==> config.mk <==
export PLATFORM = sky130hd
export DESIGN_NAME = accel_bus_scheduler
export DESIGN_NICKNAME = d
export VERILOG_FILES = /design/src/rtl/accel_bus_scheduler.sv
export SDC_FILE = /design/constraint.sdc
export NUM_CORES = 1
export LEC_CHECK = 0
export CAP_MARGIN = 40
export CELL_PAD_IN_SITES_DETAIL_PLACEMENT = 2
export CELL_PAD_IN_SITES_GLOBAL_PLACEMENT = 2
export CORE_AREA = 2 2 61 63
export CTS_CLUSTER_SIZE = 8
export DETAILED_ROUTE_END_ITERATION = 8
export DIE_AREA = 0 0 63 65
export GPL_ROUTABILITY_DRIVEN = 0
export PLACE_DENSITY = 0.85
export SKIP_CTS_REPAIR_TIMING = 1
export SLEW_MARGIN = 20
export SYNTH_ARGS = -nofsm -noshare
export SYNTH_HDL_FRONTEND = slang
export SYNTH_SLANG_ARGS = --single-unit
==> constraint.sdc <==
create_clock -name clk -period 3.6 [get_ports clk]
set_clock_uncertainty 0.2 [all_clocks]
set_input_delay 0.72 -clock clk [delete_from_list [all_inputs] [get_ports clk]]
set_output_delay 0.72 -clock clk [all_outputs]
set_load 0.01 [all_outputs]
==> src/rtl/accel_bus_scheduler.sv <==
// Round-robin time-slicer for the shared RAM data bus between the FFT, FIR and IIR
// accelerators, with a bounded quantum and a forced one-cycle all-off gap between grants.
module accel_bus_scheduler #(
   parameter int QUANTUM = 16,
   parameter int CNT_W   = 8
) (
   input  logic             clk,
   input  logic             reset,
   input  logic             sched_enable,
   input  logic             fft_req,
   input  logic             fir_req,
   input  logic             iir_req,
   input  logic             to_fft_empty,
   input  logic             to_fft_full,
   input  logic             from_fft_empty,
   input  logic             from_fft_full,
   input  logic             to_fir_empty,
   input  logic             to_fir_full,
   input  logic             from_fir_empty,
   input  logic             from_fir_full,
   input  logic             to_iir_empty,
   input  logic             to_iir_full,
   input  logic             from_iir_empty,
   input  logic             from_iir_full,
   output logic             fft_enable,
   output logic             fir_enable,
   output logic             iir_enable,
   output logic [1:0]       grant_id,
   output logic [CNT_W-1:0] slot_count,
   output logic             busy
);

   typedef enum logic [1:0] {IDLE, GRANT, GAP} state_t;

   localparam logic [1:0] ID_FFT  = 2'd0;
   localparam logic [1:0] ID_FIR  = 2'd1;
   localparam logic [1:0] ID_IIR  = 2'd2;
   localparam logic [1:0] ID_NONE = 2'd3;
   localparam logic [CNT_W-1:0] SLOT_LAST = CNT_W'(QUANTUM - 1);

   state_t     state;
   logic [1:0] last;
   logic [2:0] elig;
   logic [1:0] win_id;
   logic       win_valid;
   logic       elig_cur;

   // An accelerator is eligible only with something to move and self-consistent FIFO flags.
   assign elig[0] = sched_enable & fft_req & ~(to_fft_full & from_fft_empty)
                    & ~(to_fft_empty & to_fft_full) & ~(from_fft_empty & from_fft_full);
   assign elig[1] = sched_enable & fir_req & ~(to_fir_full & from_fir_empty)
                    & ~(to_fir_empty & to_fir_full) & ~(from_fir_empty & from_fir_full);
   assign elig[2] = sched_enable & iir_req & ~(to_iir_full & from_iir_empty)
                    & ~(to_iir_empty & to_iir_full) & ~(from_iir_empty & from_iir_full);

   assign win_valid = |elig;

   // Search starts just after the last winner so every requester is served in turn.
   always_comb begin
      win_id = ID_NONE;
      case (last)
         ID_FFT: begin
            if (elig[1])      win_id = ID_FIR;
            else if (elig[2]) win_id = ID_IIR;
            else if (elig[0]) win_id = ID_FFT;
         end
         ID_FIR: begin
            if (elig[2])      win_id = ID_IIR;
            else if (elig[0]) win_id = ID_FFT;
            else if (elig[1]) win_id = ID_FIR;
         end
         default: begin
            if (elig[0])      win_id = ID_FFT;
            else if (elig[1]) win_id = ID_FIR;
            else if (elig[2]) win_id = ID_IIR;
         end
      endcase
   end

   always_comb begin
      elig_cur = 1'b0;
      case (grant_id)
         ID_FFT:  elig_cur = elig[0];
         ID_FIR:  elig_cur = elig[1];
         ID_IIR:  elig_cur = elig[2];
         default: elig_cur = 1'b0;
      endcase
   end

   always_ff @(posedge clk or negedge reset) begin
      if (!reset) begin
         state      <= IDLE;
         last       <= ID_IIR;
         grant_id   <= ID_NONE;
         slot_count <= '0;
         fft_enable <= 1'b0;
         fir_enable <= 1'b0;
         iir_enable <= 1'b0;
         busy       <= 1'b0;
      end else begin
         case (state)
            GRANT: begin
               // Leaving GRANT always passes through GAP so two bus drivers never overlap.
               if (!elig_cur || !sched_enable || slot_count == SLOT_LAST) begin
                  state      <= GAP;
                  grant_id   <= ID_NONE;
                  slot_count <= '0;
                  fft_enable <= 1'b0;
                  fir_enable <= 1'b0;
                  iir_enable <= 1'b0;
                  busy       <= 1'b0;
               end else begin
                  slot_count <= slot_count + CNT_W'(1);
               end
            end
            default: begin
               if (win_valid) begin
                  state      <= GRANT;
                  last       <= win_id;
                  grant_id   <= win_id;
                  slot_count <= '0;
                  fft_enable <= (win_id == ID_FFT);
                  fir_enable <= (win_id == ID_FIR);
                  iir_enable <= (win_id == ID_IIR);
                  busy       <= 1'b1;
               end else begin
                  state      <= IDLE;
                  grant_id   <= ID_NONE;
                  slot_count <= '0;
                  fft_enable <= 1'b0;
                  fir_enable <= 1'b0;
                  iir_enable <= 1'b0;
                  busy       <= 1'b0;
               end
            end
         endcase
      end
   end

endmodule

==> run_results.csv, run 1 <==
group,metric,value,unit
critical_path,crit_chain,"clkdlybuf4s50_1 -> a21oi_1 -> o21ai_0 -> a2111o_1 -> a21o_4 -> and2_2",
routing,residual_antenna_violating_net_count_after_detailed_routing,0,
yosys,synth.yosys.seq_area_share,0.4443,
pwr,power_density,337.7,mW/mm²
floorplanning,floorplan.die_area,0.004095,mm²
critical_path,cp_top_family,"compound AO/OA/AOI/OAI gates",
yosys,synth_cell_type_count,37,
sta,worst_slew_pin_slew,0.4060,ns
floorplanning,fp.coreArea,0.003496,mm²
finish,final_util,0.3869,
sta,achievable-frequency,402.7,MHz
placed_design,place.detailed.hpwl,2.066,mm
grt,grt.overflow.total,0,
yosys,syn_area_per_cell,10.61,µm²
pwr,power,0.4568,mW
clock_network,tritoncts.num_buffers,3,
finish,final_nets,145,
placed_design,placedInstanceArea,0.001314,mm²
critical_path,r2r-end,"state[1]",
clock_network,clock_sink_count,17,
sta,rsz_0062_raised_after_global_routing,"false",
sta,final.period_utilization,0.6898,
pwr,leakage,0.5278,nW
yosys,synth.cell_area,965.9,µm²
clock_network,path_clk_slew,0.10,ns
yosys,synth_area_leaders,"dfrtp_1, dfstp_2, nor2_4",
clock_network,cts-htree-levels,1,
critical_path,number_of_gates_on_the_worst_path_with_buffers_counted,6,
floorplanning,initial_standard_cell_utilization_of_the_core,0.2763,
critical_path,worst-r2r-setup-slack,1.48,ns
critical_path,reg2reg_depth,6,
critical_path,required,3.59,ns
sta,setup-violations-final,0,
sta,relSlewSlack,0.7282,
sta,maxSlewViolCount,0,
critical_path,critical_path_buf_inv_count,1,
critical_path,crit_start,"to_fft_full",
critical_path,criticalPathCategory,"primary input to register",
routing,detailroute.via_count,812,
min_path,hold_crit_start,"slot_count[0]",
sta,finalCriticalPeriod,2.483,ns
routing,drt_iter0_drc,21,
floorplanning,die_wd,63,µm
run,drv_cap,0,
routing,avgViaCountPerCell,4.694,
status,run_status,"finished clean",
critical_path,cp_max_fo,14,
placed_design,place.port_buffers,31,
finish,area_growth,40.03,%
grt,grt_pass1_wl,4.498,mm
floorplanning,top_level_ports,32,
routing,first_pass_iteration_count_of_the_detailed_router,2,
yosys,syn-num-nets,110,
clock_network,worstSkewPairLatency,0.29,ns
sta,finalHoldViolations,0,
critical_path,timing.critical_path.from_type,"primary input",
clock_network,max-clock-path-buffers,2,
critical_path,endpoint,"state[1]",
routing,drc_errors,0,
yosys,post-synth-top-area-fraction,0.3627,
critical_path,maximum_cell_stage_delay_along_the_critical_path,0.47,ns
clock_network,root_buffer,"clkbuf_4",
finish,design_area,0.001353,mm²
routing,postRouteWirelength,2.566,mm
grt,antenna_found_initial,0,
finish,layout_commonest_cell,"clkdlybuf4s50_1",
grt,grtUsageTotal,0.1406,
finish,final_layout_size_suffix_gt1_frac,0.2080,
floorplanning,floorplan.die.height,65,µm
yosys,yosys_warnings,0,
critical_path,crit_path_dat,2.47,ns
grt,maximum_number_of_pins_on_one_net_before_global_route_repair,18,
grt,vias_in_the_first_global_route,926,
yosys,yosys_register_bits,17,
yosys,postSynthCellCount,91,
min_path,hp-class,"register to register",
pwr,max-vdd-ir-drop,0.1218,mV
yosys,synth_top_area_cell,"dfrtp_1",
critical_path,critPathSlowestCell,"a2111o_1",
floorplanning,rows,22,
finish,antenna_cells_inserted,0,
routing,detailed_route_wire_length_per_cell,14.83,µm
sta,totalNegativeSetupSlack,0,ns
clock_network,tritoncts,"done",
critical_path,worst_setup_path_end_kind,"register",
finish,most-common-layout-cells,"clkdlybuf4s50_1, dfrtp_1, nor2_1",
critical_path,worst_r2r_startpoint,"slot_count[0]",
==> state kept, by name, indices dropped and copies added, names as in the netlist <==
name	cells
fft_enable	1
fir_enable	1
grant_id	2
iir_enable	1
last	2
slot_count	8
state	2
==> stage by stage <==
step,cells,worst slack [ns],hold slack (ns)
detailed placement,168,0.7861,0.3003
finish,173,1.117,0.3101
global route,173,1.009,0.3553
global placement,168,0.8609,0.2830
floorplan,91,1.454,0.2244
CTS,172,1.103,0.3206
==> worst reg2reg max path: cells and delay by family (launching register included) <==
family | cells | cell delay (ns)
AOI/OAI and AO/OA | 2 | 0.68
adders and majority gates | 1 | 0.25
DFF | 1 | 0.44
and+or+nand+nor | 3 | 0.45
==> per-layer routing <==
| layer | GRT usage | up-vias | part of all wire |
|---|---|---|---|
| li1 | - | 387 | - |
| met1 | 0.1765 | 395 | 0.45 |
| met2 | 0.2287 | 28 | 0.49 |
| met3 | 0.02083 | 2 | 0.050 |
| met4 | 0.08333 | 0 | 0.013 |
| met5 | 0 | - | 0 |
==> layout make-up <==
class                   instances  area, µm²
clock buffers                   3      22.52
clock inverters                 1      5.005
fillers                       376       2143
inverters                       5      18.77
multi-input cells              67      495.5
flip-flops and latches         17      429.2
well taps                      48      60.06
repair buffers                 32      321.6
==> worst min-delay path by stage <==
stage	endpoint	slack (ns)	depth (start not counted)
finish	slot_count[0]	0.31	1
global route	slot_count[0]	0.36	1
CTS	slot_count[0]	0.32	1
detailed placement	slot_count[0]	0.30	1
global placement	slot_count[0]	0.28	1
floorplan	fft_enable	0.22	0
==> Yosys cell counts (all sizes together) <==
master	count
nor2	17
dfrtp	14
nand2	6
inv	5
a21oi	4
o21a	4
xnor2	4
dfstp	3
nand3	3
o211ai	3
a21o	2
nor2b	2
nor3	2
o21ai	2
o22ai	2
or2b	2
xor2	2
a2111o	1
a221o	1
and2	1
and2b	1
and3	1
buf	1
clkbuf	1
ha	1
o211a	1
o22a	1
o2bb2ai	1
o31ai	1
o32ai	1
or4	1
==> cell families after synthesis <==
| kind of cell | count (synthesis) | synth area share |
|---|---|---|
| XOR/XNOR | 6 | 0.05440 |
| adder cells (fa/ha/maj) | 1 | 0.01295 |
| AO/OA/AOI/OAI | 24 | 0.2189 |
| AND/OR/NAND/NOR | 36 | 0.2267 |
| flip-flops | 17 | 0.4443 |
| buffers and inverters | 7 | 0.04275 |
==> report_power, final <==
group	internal [mW]	total (mW)	switching, mW	leakage [nW]
clock	0.0413	0.103	0.0618	0.0177
combinational	0.0622	0.113	0.0504	0.287
sequential	0.216	0.241	0.0247	0.223
total	0.320	0.457	0.137	0.528
Note: power is estimated with default switching activity, not from simulation.
==> run 2, diff against run 1 <==
CORE_AREA = 2 2 63 65   (was 2 2 61 63)
DIE_AREA = 0 0 65 67   (was 0 0 63 65)
PLACE_DENSITY = 0.8   (was 0.85)
clock period = 2.35 ns   (was 3.6 ns; I/O delays follow)
==> run_results.csv, run 2 (synthesized netlist as in run 1, its figures left out) <==
group,metric,value,unit
routing,detailroute.via_count,836,
sta,worst_slew_pin_slew,0.3579,ns
routing,first_pass_iteration_count_of_the_detailed_router,2,
clock_network,root_buffer,"clkbuf_8",
sta,relSlewSlack,0.7594,
floorplanning,floorplan.die.height,67,µm
clock_network,cts-htree-levels,1,
floorplanning,fp.coreArea,0.003606,mm²
pwr,power_density,536.7,mW/mm²
routing,residual_antenna_violating_net_count_after_detailed_routing,0,
pwr,max-vdd-ir-drop,0.2416,mV
clock_network,max-clock-path-buffers,2,
routing,postRouteWirelength,2.788,mm
routing,drt_iter0_drc,14,
critical_path,timing.critical_path.from_type,"primary input",
sta,maxSlewViolCount,0,
finish,final_layout_size_suffix_gt1_frac,0.2366,
clock_network,clock_sink_count,17,
floorplanning,rows,22,
min_path,hp-class,"primary input to asynchronous set/reset pin",
finish,layout_commonest_cell,"clkdlybuf4s50_1",
sta,totalNegativeSetupSlack,0,ns
placed_design,place.port_buffers,31,
critical_path,crit_path_dat,2.18,ns
grt,vias_in_the_first_global_route,972,
grt,maximum_number_of_pins_on_one_net_before_global_route_repair,16,
grt,grt.overflow.total,0,
sta,finalCriticalPeriod,2.197,ns
clock_network,path_clk_slew,0.06,ns
run,drv_cap,0,
finish,regMostFlops,"slot_count",
critical_path,worst_setup_path_end_kind,"register",
sta,achievable-frequency,455.1,MHz
finish,final_nets,151,
sta,final.period_utilization,0.9350,
grt,antenna_found_initial,0,
clock_network,tritoncts,"done",
finish,antenna_cells_inserted,0,
status,run_status,"finished clean",
routing,avgViaCountPerCell,4.670,
finish,flip_flop_count_of_the_largest_register_all_copies_and_words_added,8,
routing,detailed_route_wire_length_per_cell,15.58,µm
pwr,power,0.7642,mW
sta,rsz_0062_raised_after_global_routing,"false",
finish,area_growth,47.41,%
floorplanning,floorplan.die_area,0.004355,mm²
grt,grt_pass1_wl,4.733,mm
sta,finalHoldViolations,0,
critical_path,required,2.33,ns
sta,setup-violations-final,0,
critical_path,cp_max_fo,8,
pwr,leakage,0.5668,nW
grt,grtUsageTotal,0.1445,
floorplanning,top_level_ports,32,
floorplanning,initial_standard_cell_utilization_of_the_core,0.2679,
floorplanning,die_wd,65,µm
routing,drc_errors,0,
placed_design,place.detailed.hpwl,2.318,mm
finish,most-common-layout-cells,"clkdlybuf4s50_1, dfrtp_1, nor2_1",
clock_network,tritoncts.num_buffers,3,
critical_path,criticalPathCategory,"primary input to register",
clock_network,worstSkewPairLatency,0.25,ns
-- run 2: cell types whose count changed in the layout (fill, tap and decap cells not counted), sizes merged --
cell    previous run  this run
clkinv             1         0
clkbuf             3         4
buf                1         7
-- run 2: cell type report --
| class | instances | area (µm²) |
|---|---|---|
| Clock buffer | 4 | 45.04 |
| Fill cell | 401 | 2182 |
| Inverter | 5 | 18.77 |
| Multi-Input combinational cell | 67 | 495.5 |
| Sequential cell | 17 | 429.2 |
| Tap cell | 48 | 60.06 |
| Timing Repair Buffer | 38 | 375.4 |
-- run 2: per-layer routing --
| metal | GRT usage | vias up | routed length, µm |
|---|---|---|---|
| met5 | 0 | - | 0 |
| met4 | 0.07181 | 0 | 34 |
| met3 | 0.01520 | 2 | 117 |
| met2 | 0.2616 | 21 | 1461 |
| met1 | 0.1688 | 411 | 1175 |
| li1 | - | 402 | - |
-- run 2: through the flow --
step           cells  setup slack, ns  instance area, µm²  hold slack, ns    util
3_3_place_gp     175         -0.07665                1379          0.2949  0.3824
2_1_floorplan     91           0.3892               965.9        -0.02559       -
3_5_place_dp     175          -0.1145                1379          0.3139  0.3824
5_1_grt          179          0.06230                1424          0.1937  0.3949
4_1_cts          179           0.1318                1424          0.1865  0.3949
6_report         179           0.1528                1424          0.1929  0.3949
-- run 2: final timing paths --
check / from / endpoint / slack, ns / depth (start not counted)
hold / removal: reset / last[0] / 0.19 / 1
hold reg to reg: slot_count[0] / slot_count[0] / 0.31 / 1
min in group clk: slot_count[0] / slot_count[0] / 0.31 / 1
setup / recovery: to_fft_full / slot_count[5] / 0.15 / 7
setup reg to reg: slot_count[0] / slot_count[5] / 0.29 / 7
max in group asynchronous: reset / grant_id[1] / 1.27 / 2
-- run 2: worst max-delay path, cell delays in order --
cell and delay [ns]:
clkdlybuf4s50_1 0.43, a21oi_1 0.17, o21ai_0 0.14, a2111o_1 0.46, a21o_4 0.24, buf_12 0.16
nor2_2 0.10
-- run 2: power breakdown --
part | total (mW) | internal [mW] | switching [mW]
clock network | 0.213 | 0.120 | 0.0930
logic | 0.179 | 0.101 | 0.0780
registers | 0.372 | 0.332 | 0.0398
total | 0.764 | 0.553 | 0.211
==> run 3, diff against run 2 <==
ABC_AREA = 1   (was not set)
CORE_AREA = 2 2 65 67   (was 2 2 63 65)
DIE_AREA = 0 0 67 69   (was 0 0 65 67)
PLACE_DENSITY = 0.81   (was 0.8)
REMOVE_ABC_BUFFERS = 1   (was not set)
==> run_results.csv, run 3 <==
group,metric,value,unit
sta,finalCriticalPeriod,2.039,ns
clock_network,cts-htree-levels,1,
min_path,hold-path-cell-count,2,
placed_design,place.port_buffers,31,
yosys,post-synth-top-count-cell,"nand2_1",
floorplanning,fp.coreArea,0.003914,mm²
critical_path,worst-r2r-setup-slack,0.55,ns
grt,grt_pass1_wl,4.740,mm
critical_path,timing.critical_path.from_type,"register",
grt,antenna_found_initial,0,
placed_design,place_ws,0.2124,ns
sta,finalWorstSetupSlack,0.3109,ns
floorplanning,floorplan.die_area,0.004623,mm²
clock_network,tritoncts,"done",
finish,design_area,0.001374,mm²
finish,regMostFlops,"slot_count",
floorplanning,top_level_ports,32,
critical_path,criticalPathCategory,"register to output port",
yosys,yosys_warnings,0,
clock_network,tritoncts.num_buffers,3,
routing,first_pass_iteration_count_of_the_detailed_router,4,
yosys,syn_area_per_cell,8.106,µm²
yosys,synth_cell_type_count,23,
finish,antenna_cells_inserted,0,
critical_path,cp_top_family,"flip-flops",
critical_path,cp_max_fo,5,
critical_path,maximum_cell_stage_delay_along_the_critical_path,0.56,ns
critical_path,reg2reg_depth,6,
critical_path,worst_setup_path_end_kind,"output port",
finish,most-common-layout-cells,"clkdlybuf4s50_1, nand2_1, nand3_1",
finish,final_layout_size_suffix_gt1_frac,0.1830,
finish,final_nets,173,
yosys,synth.yosys.seq_area_share,0.4525,
pwr,leakage,0.6259,nW
routing,detailroute.via_count,894,
clock_network,root_buffer,"clkbuf_8",
routing,drt_iter0_drc,7,
sta,finalHoldViolations,0,
critical_path,crit_path_dat,1.37,ns
finish,layout_commonest_cell,"clkdlybuf4s50_1",
grt,vias_in_the_first_global_route,1032,
yosys,post-synth-top-area-fraction,0.3694,
routing,detailed_route_wire_length_per_cell,13.65,µm
finish,area_growth,44.86,%
grt,maximum_number_of_pins_on_one_net_before_global_route_repair,18,
finish,final_util,0.3510,
floorplanning,rows,23,
placed_design,place.detailed.hpwl,2.217,mm
floorplanning,initial_standard_cell_utilization_of_the_core,0.2423,
status,run_status,"finished clean",
sta,maxSlewViolCount,0,
sta,rsz_0062_raised_after_global_routing,"false",
finish,final_cells,203,
pwr,power_density,529.3,mW/mm²
clock_network,path_clk_slew,0.07,ns
clock_network,clock_sink_count,17,
yosys,yosys-top-cells-count,"nand2_1, nand3_1, dfrtp_1",
min_path,hp-class,"register to register",
critical_path,critical_path_buf_inv_count,1,
sta,relSlewSlack,0.8024,
run,drv_cap,0,
critical_path,critPathSlowestCell,"dfstp_2",
sta,worst_slew_pin_slew,0.2957,ns
critical_path,crit_chain,"clkdlybuf4s50_1",
finish,flip_flop_count_of_the_largest_register_all_copies_and_words_added,8,
sta,setup-violations-final,0,
clock_network,max-clock-path-buffers,2,
pwr,power,0.7272,mW
sta,achievable-frequency,490.4,MHz
yosys,count_of_flip_flops_with_a_built_in_enable_after_synthesis,0,
yosys,synth_area_leaders,"dfrtp_1, nand2_1, nand3_1",
clock_network,worstSkewPairLatency,0.25,ns
grt,grt.overflow.total,0,
yosys,synth-main-ff-cell,"dfrtp_1",
sta,final.period_utilization,0.8677,
routing,postRouteWirelength,2.771,mm
yosys,synth.cell_area,948.4,µm²
sta,hold_slack,0.2865,ns
yosys,yosys_register_bits,17,
yosys,synth_top_area_cell,"dfrtp_1",
yosys,synthArstFlopShare,1.000,
placed_design,placedInstanceArea,0.001329,mm²
routing,avgViaCountPerCell,4.404,
routing,drc_errors,0,
critical_path,required,1.68,ns
pwr,max-vdd-ir-drop,0.2193,mV
floorplanning,floorplan.die.height,69,µm
sta,totalNegativeSetupSlack,0,ns
critical_path,number_of_gates_on_the_worst_path_with_buffers_counted,1,
floorplanning,die_wd,67,µm
yosys,postSynthCellCount,117,
placed_design,placed_cells,199,
routing,residual_antenna_violating_net_count_after_detailed_routing,0,
grt,grtUsageTotal,0.1301,
[run 3: cell count changes in the layout (fill, tap and decap cells not counted), sizes merged, moves of 3 or more]
cell    change
o21a        -4
o21ai       +3
nor2        +4
nand3      +15
buf         -6
o211ai      -3
nand2      +24
inv         +8
[run 3: report_power, final]
group          internal [mW]  total [mW]  switching [mW]  leakage [nW]
combinational         0.0755       0.164          0.0881         0.382
sequential             0.327       0.345          0.0185         0.222
clock                  0.120       0.218          0.0981        0.0228
total                  0.523       0.727           0.205         0.626
[run 3: cell families after synthesis]
| family | count (synthesis) | synth area share |
|---|---|---|
| AOI/OAI and AO/OA | 9 | 0.05936 |
| xor gates and xnor gates | 3 | 0.02771 |
| adders and majority gates | 1 | 0.01319 |
| buffers and inverters | 15 | 0.05936 |
| DFF | 17 | 0.4525 |
| and+or+nand+nor | 72 | 0.3879 |
[run 3: routing by layer]
layer | global-route usage | up-vias | wire, µm
li1 | - | 442 | -
met1 | 0.1750 | 421 | 1246
met2 | 0.2178 | 31 | 1337
met3 | 0.01958 | 0 | 187
met4 | 0.02721 | 0 | 0
met5 | 0 | - | 0
[run 3: worst paths after layout]
| kind | start | end |
|---|---|---|
| setup / recovery | grant_id[0] | grant_id[0] |
| hold / removal | last[1] | last[1] |
| setup reg to reg | slot_count[0] | slot_count[3] |
| hold reg to reg | last[1] | last[1] |
| max in group asynchronous | reset | last[1] |
| min in group asynchronous | reset | slot_count[0] |
[run 3: layout make-up]
cell class / instances / area (µm²)
inverters: 15 / 56.30
multi-input cells: 85 / 462.9
fillers: 459 / 2540
clock buffers: 4 / 45.04
repair buffers: 32 / 317.8
well taps: 50 / 62.56
flip-flops and latches: 17 / 429.2
